[src/rtl/arcade_input_mapper.sv]
// arcade_input_mapper: merges PS/2 keys and joystick words into registered per-player controls
// with rotation remap, shared-phase autofire and debounced fixed-width coin pulses.
module arcade_input_mapper #(
    parameter int          PLAYERS    = 2,
    parameter logic [15:0] COIN_PULSE = 16'd4096,
    parameter logic [15:0] COIN_GAP   = 16'd4096,
    parameter logic [19:0] AF_DIV     = 20'd300000
) (
    input  logic                  clk_sys,
    input  logic                  reset_n,
    input  logic [10:0]           ps2_key,
    input  logic [16*PLAYERS-1:0] joy,
    input  logic                  rotate,
    input  logic                  rot_ccw,
    input  logic                  coin_on_start,
    input  logic [PLAYERS-1:0]    af_en,
    output logic [PLAYERS-1:0]    up,
    output logic [PLAYERS-1:0]    down,
    output logic [PLAYERS-1:0]    left,
    output logic [PLAYERS-1:0]    right,
    output logic [PLAYERS-1:0]    fire1,
    output logic [PLAYERS-1:0]    fire2,
    output logic [PLAYERS-1:0]    start,
    output logic [PLAYERS-1:0]    coin
);
    typedef enum logic [1:0] {IDLE, PULSE, GAP} coin_state_t;

    logic                 init, old_tog, phase, pr, ext;
    logic [8:0]           k1;
    logic [7:0]           k2;
    logic [19:0]          af_cnt;
    logic [7:0]           raw [PLAYERS];
    logic [PLAYERS-1:0]   trig, trig_q;
    logic [8*PLAYERS-1:0] joy_hi;
    logic                 unused_joy;
    coin_state_t          cst [PLAYERS];
    logic [15:0]          ctim [PLAYERS];

    assign pr = ps2_key[9];
    assign ext = ps2_key[8];
    assign unused_joy = ^joy_hi;

    // Key latches follow the joystick bit order; k1[8] is the second P1 fire key.
    always_ff @(posedge clk_sys or negedge reset_n) begin
        if (!reset_n) begin
            init <= 1'b1;
            old_tog <= 1'b0;
            k1 <= '0;
            k2 <= '0;
        end else if (init) begin
            init <= 1'b0;
            old_tog <= ps2_key[10];
        end else if (ps2_key[10] != old_tog) begin
            old_tog <= ps2_key[10];
            case (ps2_key[7:0])
                8'h75: k1[3] <= pr;
                8'h72: k1[2] <= pr;
                8'h6B: k1[1] <= pr;
                8'h74: k1[0] <= pr;
                8'h14: if (!ext) k1[4] <= pr;
                8'h29: if (!ext) k1[8] <= pr;
                8'h11: if (!ext) k1[5] <= pr;
                8'h16: if (!ext) k1[6] <= pr;
                8'h2E: if (!ext) k1[7] <= pr;
                8'h2D: if (!ext) k2[3] <= pr;
                8'h2B: if (!ext) k2[2] <= pr;
                8'h23: if (!ext) k2[1] <= pr;
                8'h34: if (!ext) k2[0] <= pr;
                8'h1C: if (!ext) k2[4] <= pr;
                8'h1B: if (!ext) k2[5] <= pr;
                8'h1E: if (!ext) k2[6] <= pr;
                8'h36: if (!ext) k2[7] <= pr;
                default: ;
            endcase
        end
    end

    always_comb begin
        for (int p = 0; p < PLAYERS; p++) begin
            raw[p] = joy[16*p +: 8] | (p == 0 ? {k1[7:5], k1[4] | k1[8], k1[3:0]} : p == 1 ? k2 : 8'd0);
            trig[p] = raw[p][7] | (coin_on_start & raw[p][6]);
            joy_hi[8*p +: 8] = joy[16*p+8 +: 8];
        end
    end

    always_ff @(posedge clk_sys or negedge reset_n) begin
        if (!reset_n) begin
            af_cnt <= '0;
            phase <= 1'b0;
        end else begin
            af_cnt <= af_cnt == AF_DIV - 20'd1 ? 20'd0 : af_cnt + 20'd1;
            phase <= af_cnt == AF_DIV - 20'd1 ? ~phase : phase;
        end
    end

    always_ff @(posedge clk_sys or negedge reset_n) begin
        if (!reset_n) begin
            {up, down, left, right, fire1, fire2, start, coin} <= '0;
            trig_q <= '0;
            for (int p = 0; p < PLAYERS; p++) begin
                cst[p] <= IDLE;
                ctim[p] <= '0;
            end
        end else begin
            trig_q <= trig;
            for (int p = 0; p < PLAYERS; p++) begin
                up[p] <= rotate ? (rot_ccw ? raw[p][0] : raw[p][1]) : raw[p][3];
                down[p] <= rotate ? (rot_ccw ? raw[p][1] : raw[p][0]) : raw[p][2];
                left[p] <= rotate ? (rot_ccw ? raw[p][3] : raw[p][2]) : raw[p][1];
                right[p] <= rotate ? (rot_ccw ? raw[p][2] : raw[p][3]) : raw[p][0];
                fire1[p] <= raw[p][4] & (af_en[p] ? phase : 1'b1);
                fire2[p] <= raw[p][5];
                start[p] <= raw[p][6];
                case (cst[p])
                    IDLE: if (trig[p] && !trig_q[p]) begin
                        cst[p] <= PULSE;
                        ctim[p] <= '0;
                        coin[p] <= 1'b1;
                    end
                    PULSE: if (ctim[p] == COIN_PULSE - 16'd1) begin
                        cst[p] <= GAP;
                        ctim[p] <= '0;
                        coin[p] <= 1'b0;
                    end else begin
                        ctim[p] <= ctim[p] + 16'd1;
                    end
                    // Gap timer saturates; a held trigger parks here until released.
                    GAP: if (ctim[p] >= COIN_GAP - 16'd1) begin
                        if (!trig[p]) cst[p] <= IDLE;
                    end else begin
                        ctim[p] <= ctim[p] + 16'd1;
                    end
                    default: cst[p] <= IDLE;
                endcase
            end
        end
    end
endmodule

[config.mk]
export PLATFORM = sky130hd
export DESIGN_NAME = arcade_input_mapper
export DESIGN_NICKNAME = d
export VERILOG_FILES = /design/src/rtl/arcade_input_mapper.sv
export SDC_FILE = /design/constraint.sdc
export NUM_CORES = 1
export LEC_CHECK = 0
export CORE_MARGIN = 2
export CORE_UTILIZATION = 55
export DETAILED_ROUTE_END_ITERATION = 10
export DONT_BUFFER_PORTS = 1
export PLACE_DENSITY_LB_ADDON = 0.2
export RECOVER_POWER = 25
export REMOVE_ABC_BUFFERS = 1
export SETUP_SLACK_MARGIN = 0.2
export SLEW_MARGIN = 20
export SYNTH_ARGS = -nofsm -noshare
export SYNTH_HDL_FRONTEND = slang
export SYNTH_SLANG_ARGS = --single-unit
[constraint.sdc]
create_clock -name clk_sys -period 2.2 [get_ports clk_sys]
set_input_delay 0.44 -clock clk_sys [delete_from_list [all_inputs] [get_ports clk_sys]]
set_output_delay 0.44 -clock clk_sys [all_outputs]
set_load 0.005 [all_outputs]
## After elaboration in Yosys (flattened, before gate mapping)

Cells that the tools add are included.

| storage, ports and cells | value |
|---|---|
| output and inout bits | 16 |
| bits of input ports | 50 |
| bits in registers | 94 |
| word-level logic and storage cells | 166 |

| operators by class | value |
|---|---|
| multiplexer cells | 45 |
| magnitude comparators | 2 |
| equal/unequal tests | 35 |
| reduce and logical (&&, ||, !) cells | 34 |
| bitwise gates (word level) | 12 |
| $add $sub $neg | 3 |

Operators by type and width:

| operator | count |
|---|---|
| two-way mux 16 bit | 6 |
| one-hot mux 16 bit (3 select lines) | 2 |
| AND reduction 4 bit | 15 |
| == test 8 x 6 -> 1 bit, second input constant | 7 |
| == test 8 x 5 -> 1 bit, second input constant | 6 |
| adder 16 x 1 -> 16 bit, second input constant | 2 |
| == test 16 x 12 -> 1 bit, second input constant | 2 |
| == test 8 x 7 -> 1 bit, second input constant | 4 |
| >= comparator 16 x 12 -> 1 bit, second input constant | 2 |
| two-way mux 1 bit | 24 |
| AND reduction 3 bit | 8 |
| adder 20 x 1 -> 20 bit, second input constant | 1 |
| == test 20 x 19 -> 1 bit, second input constant | 1 |
| two-way mux 20 bit | 1 |
| != test 2 bit, second input constant | 10 |
| two-way mux 2 bit | 8 |
| bitwise OR 8 bit | 2 |
| one-hot mux 2 bit (3 select lines) | 2 |
| nonzero test 2 bit | 3 |
| nonzero test 3 bit | 2 |
| AND 1 bit | 4 |
| == test 2 x 1 -> 1 bit, second input constant | 2 |
| == test 2 bit, second input constant | 2 |
| zero test 2 bit | 2 |
| other kinds (6) | 13 |

## Logic depth before layout (Yosys ltp)

| depth | value |
|---|---|
| word-level depth | 7 |
| depth in mapped cells | 9 |
| gate-level depth less buffers | 7 |

## Least setup slack after synthesis

Ideal clock, no wire load.

| timing | value |
|---|---|
| path type | reg-to-reg |
| start | reg cst[0] (netlist name) |
| end | reg ctim[0] (netlist name) |
| slack | 0.010 ns |
| cell stages (with the launch flop) | 8 |
| period minus slack after synthesis | 2.190 ns |
| path buffers | 0 |
| arrival | 2.059 ns |
| setup time | 0.132 ns |
| required time | 2.068 ns |
| cell sequence | dfrtp_1 > inv_1 > ha_1 > inv_1 > o41ai_1 > a21oi_1 > xnor2_1 > nor2_1 |

| on the way | value |
|---|---|
| cells in the longest elaborated chain, start to end | 3 |
| elaborated cells on any way between the ends | 8 |
| classes of those cells | eq/ne: 4; mux: 1; reduce/logical: 3 |

Ends and longest elaborated chain:

| item | RTL line | source |
|---|---|---|
| from (decl) | 36 | `coin_state_t cst [PLAYERS];` |
| from (signal, indexed assignment) | 101 | `cst[p] <= IDLE;` |
| from (signal, indexed assignment) | 116 | `cst[p] <= PULSE;` |
| from (signal, indexed assignment) | 121 | `cst[p] <= GAP;` |
| == test 2 bit (tied with other cells) | 114 | `case (cst[p])` |
| != test 2 bit (no source line) / nonzero test 3 bit (equally long branches) | - |  |
| AND reduction 3 bit (no source line) | - |  |
| to (signal, indexed assignment) | 125 | `ctim[p] <= ctim[p] + 16'd1;` |
| to (signal, indexed assignment) | 131 | `ctim[p] <= ctim[p] + 16'd1;` |
| to (decl) | 37 | `logic [15:0] ctim [PLAYERS];` |

Several ways; a longest one is shown, not always the timed one.
A chain may end at the register's enable or synchronous reset.

## Worst setup path in the final report

| timing | value |
|---|---|
| start | reg ctim[28] (netlist name) |
| end | reg ctim[22] (netlist name) |

| on the way | value |
|---|---|
| cells in the longest elaborated chain, start to end | 3 |
| elaborated cells on any way between the ends | 6 |
| classes of those cells | order compare: 1; eq/ne: 2; mux: 2; reduce/logical: 1 |

Ends and longest elaborated chain:

| item | RTL line |
|---|---|
| >= comparator 16 x 12 -> 1 bit / == test 16 x 12 -> 1 bit (equally long branches) | 128, 120 |
| != test 2 bit (no source line) / two-way mux 16 bit (equally long branches) | - |
| AND reduction 3 bit (no source line) / one-hot mux 16 bit (3 select lines) (equally long branches) | - |

Several ways; a longest one is shown, not always the timed one.

==> flow_summary.json <==
{
  "drt_wl_total_mm": 10.5,
  "crit_path_start_kind": "flop",
  "async_flop_share_pct": 100,
  "cp_data_arrival_time_ns": 2.62,
  "clkSlewWorstSetupHoldPaths_ns": 0.10,
  "place.gp.congestion": 0.880,
  "ant_nets": 0,
  "drive_above_1_share_pct": 29.7,
  "critPathSlowestCell": "or4_4",
  "dp.cells": 620,
  "fin_tns_setup_ns": -0.430,
  "slowest_delay_ns": 0.55,
  "worstReg2RegStart": "ctim[28]",
  "detailroute.via_count": 3880,
  "grt_max_degree": 95,
  "gr-total-overflow": 0,
  "tightest_slew_ns": 0.524,
  "htreeDepth": 3,
  "synth_cells": 476,
  "violations": "negative hold slack, negative setup slack",
  "cp_max_fo": 24,
  "cts_root_buf": "clkbuf_8",
  "fin_hold_ws_ns": -0.252,
  "clk_latency_ns": 0.37,
  "insertedDiodeCount": 0,
  "clock_skew_ns": 0.0104,
  "clockBufferDepth": 2,
  "drtIter0Drc": 121,
  "status": "complete, but fails checks",
  "peakVddDrop_mv": 0.327,
  "rows": 34,
  "synth_edf_count": 0,
  "cp-end-kind": "flop",
  "post_drt_wl_per_cell_um": 16.1,
  "slew_violations": 0,
  "die_y_um": 97.4,
  "slew_headroom_pct": 64.9,
  "rsz0062_at_grt": "true",
  "min_period_ns": 2.30,
  "drv_cap": 0,
  "ioPinCount": 66,
  "finalCritPeriodShare_pct": 105,
  "antenna_found_initial": 0,
  "dieWidth_um": 97.4,
  "final_cell_count_no_fill": 651,
  "clock_sinks": 94,
  "pwr_density_cell_nw_per_um2": 632,
  "leakagePower_nw": 2.58,
  "syn_area_um2": 4790,
  "final_common_cell": "dfrtp_1",
  "critPathRequiredTime_ns": 2.52,
  "cts_tree": "built",
  "grt_pass1_wl_mm": 17.3,
  "area_growth_pct": 22.3,
  "worstSetupPathType": "flop to flop",
  "grt_pass1_vias": 3785,
  "ys_warn_count": 0,
  "setup_ws_ns": -0.105,
  "numPortBuffers": 0,
  "mostFrequentLayoutCells": "93 x dfrtp_1, 54 x buf_4, 41 x nor2_1, 31 x nand2_1, 23 x o21ai_0",
  "cts_buffers": 9,
  "finalSetupViolations": 13,
  "holdCritPathClass": "primary input to async pin",
  "yosysUniqueCellTypes": 55,
  "grt_util_all_layers_pct": 22.3,
  "ys_seq_area_share_pct": 49.1,
  "ys.flop_type": "dfrtp_1",
  "drt-pass1-iter-count": 4,
  "crit_path_start": "ctim[28]",
  "start_util_pct": 55.8,
  "dieArea_um2": 9480,
  "cp_cell_sequence": "buf_6, or4_4, a211o_1, or3_4, buf_12, nor4_1, a21o_1",
  "core-area_um2": 8590,
  "drc_errors": 0,
  "hold_viol": 94,
  "vias_per_cell": 5.96,
  "timing.fmax_mhz": 434,
  "fin_nets": 599,
  "synth_seq_cells": 94,
  "syn_area_per_cell_um2": 10.1,
  "dp_hpwl_mm": 6.87
}
[power by group]
group | internal (mW) | leakage, nW | total (mW) | switching (mW)
logic | 0.344 | 1.29 | 0.632 | 0.289
clock network | 0.436 | 0.0938 | 1.10 | 0.668
registers | 1.88 | 1.20 | 1.97 | 0.0894
[worst paths after layout]
kind,depth (start not counted),slack [ns],endpoint
setup reg to reg,7,-0.10,ctim[22]
hold reg to reg,1,0.48,fire2[1]
setup / recovery,7,-0.10,ctim[22]
max in group asynchronous,0,2.27,init
min in group clk_sys,0,0.09,old_tog
hold / removal,0,-0.25,coin[0]
[state kept, by name, indices dropped and copies added, names as in the netlist]
register,flops
fire1,2
trig_q,2
phase,1
down,2
init,1
af_cnt,20
k2,8
left,2
coin,2
up,2
old_tog,1
ctim,32
k1,9
cst,4
start,2
right,2
fire2,2
[metal layers]
metal,GRT usage [%],wire [um]
met2,38.4,5430
met1,27.0,4290
met5,0,0
met4,7.91,168
met3,6.26,593
[critical path, delay by kind of cell (launching register included)]
kind            cells  cell delay, ns
compound gates      2            0.40
flops               1            0.41
buf+inv             2            0.29
simple gates        3            1.15
[layout make-up]
type | instances | area (um^2)
fill | 646 | 2730
inverter | 18 | 67.6
sequential | 94 | 2350
tap | 108 | 135
clock inverter | 7 | 65.1
multi-input combinational | 351 | 2590
timing repair buffer | 64 | 531
clock buffer | 9 | 124
[kinds of logic (layout without fill, tap and decap cells)]
logic type	Yosys count	after routing	share of synthesized area (%)
xor gates and xnor gates	25	25	4.57
other	1	1	0.0782
AOI/OAI and AO/OA	94	94	14.1
DFF	94	94	49.1
adders and majority gates	11	11	2.87
and+or+nand+nor	197	197	21.3
muxes	23	23	5.30
buffers and inverters	31	98	2.77
[metrics by stage]
stage | power, mW | setup WS (ns) | utilization, % | area (um^2)
finish | 3.70 | -0.105 | 68.2 | 5860
global route | 3.89 | -0.170 | 68.2 | 5860
CTS | 3.73 | -0.0801 | 65.9 | 5660
detailed placement | 2.60 | -0.224 | 61.1 | 5250
global placement | 2.57 | -0.396 | 61.0 | 5250
floorplan | 2.32 | -0.107 | - | 4730
[timing repair]
action / in CTS / in global routing
pin swaps: 32 / 10
hold endpoints to repair: 94 / 94
resized for setup: 43 / 33
setup buffers: 8 / 6
cloned: 1 / 0
setup endpoints to repair: 35 / 36
[synth_stat cells, types with 2 or more instances]
master     number  area [um^2]
buf_6           2         22.5
nor3_1         23          115
o21ai_0        28          140
nor2_1         48          180
or4_1           3         22.5
nor2b_1         4         25.0
nand2b_1        7         43.8
xor2_1          9         78.8
dfrtp_1        93         2330
or3_1           3         18.8
nand2_1        31          116
o311ai_2        2         32.5
a211oi_1        4         30.0
nor3b_1         5         37.5
o31ai_1         5         37.5
a21oi_1        14         70.1
and4_1          6         52.6
a21o_1         10         75.1
a21bo_2         2         20.0
clkbuf_1       10         37.5
nor4_1         13         81.3
a31oi_1         2         12.5
xnor2_1        16          140
mux2i_1         4         40.0
mux2_2         19          214
and3_1          9         56.3
o311ai_0        6         52.6
nand4_1        17          106
a211o_1         2         17.5
or2_2           4         25.0
ha_1           11          138
nand3_1        19         95.1
inv_1          18         67.6
a22o_1          5         43.8
o2bb2ai_1       2         17.5
Power figures use the tool's default switching activity.
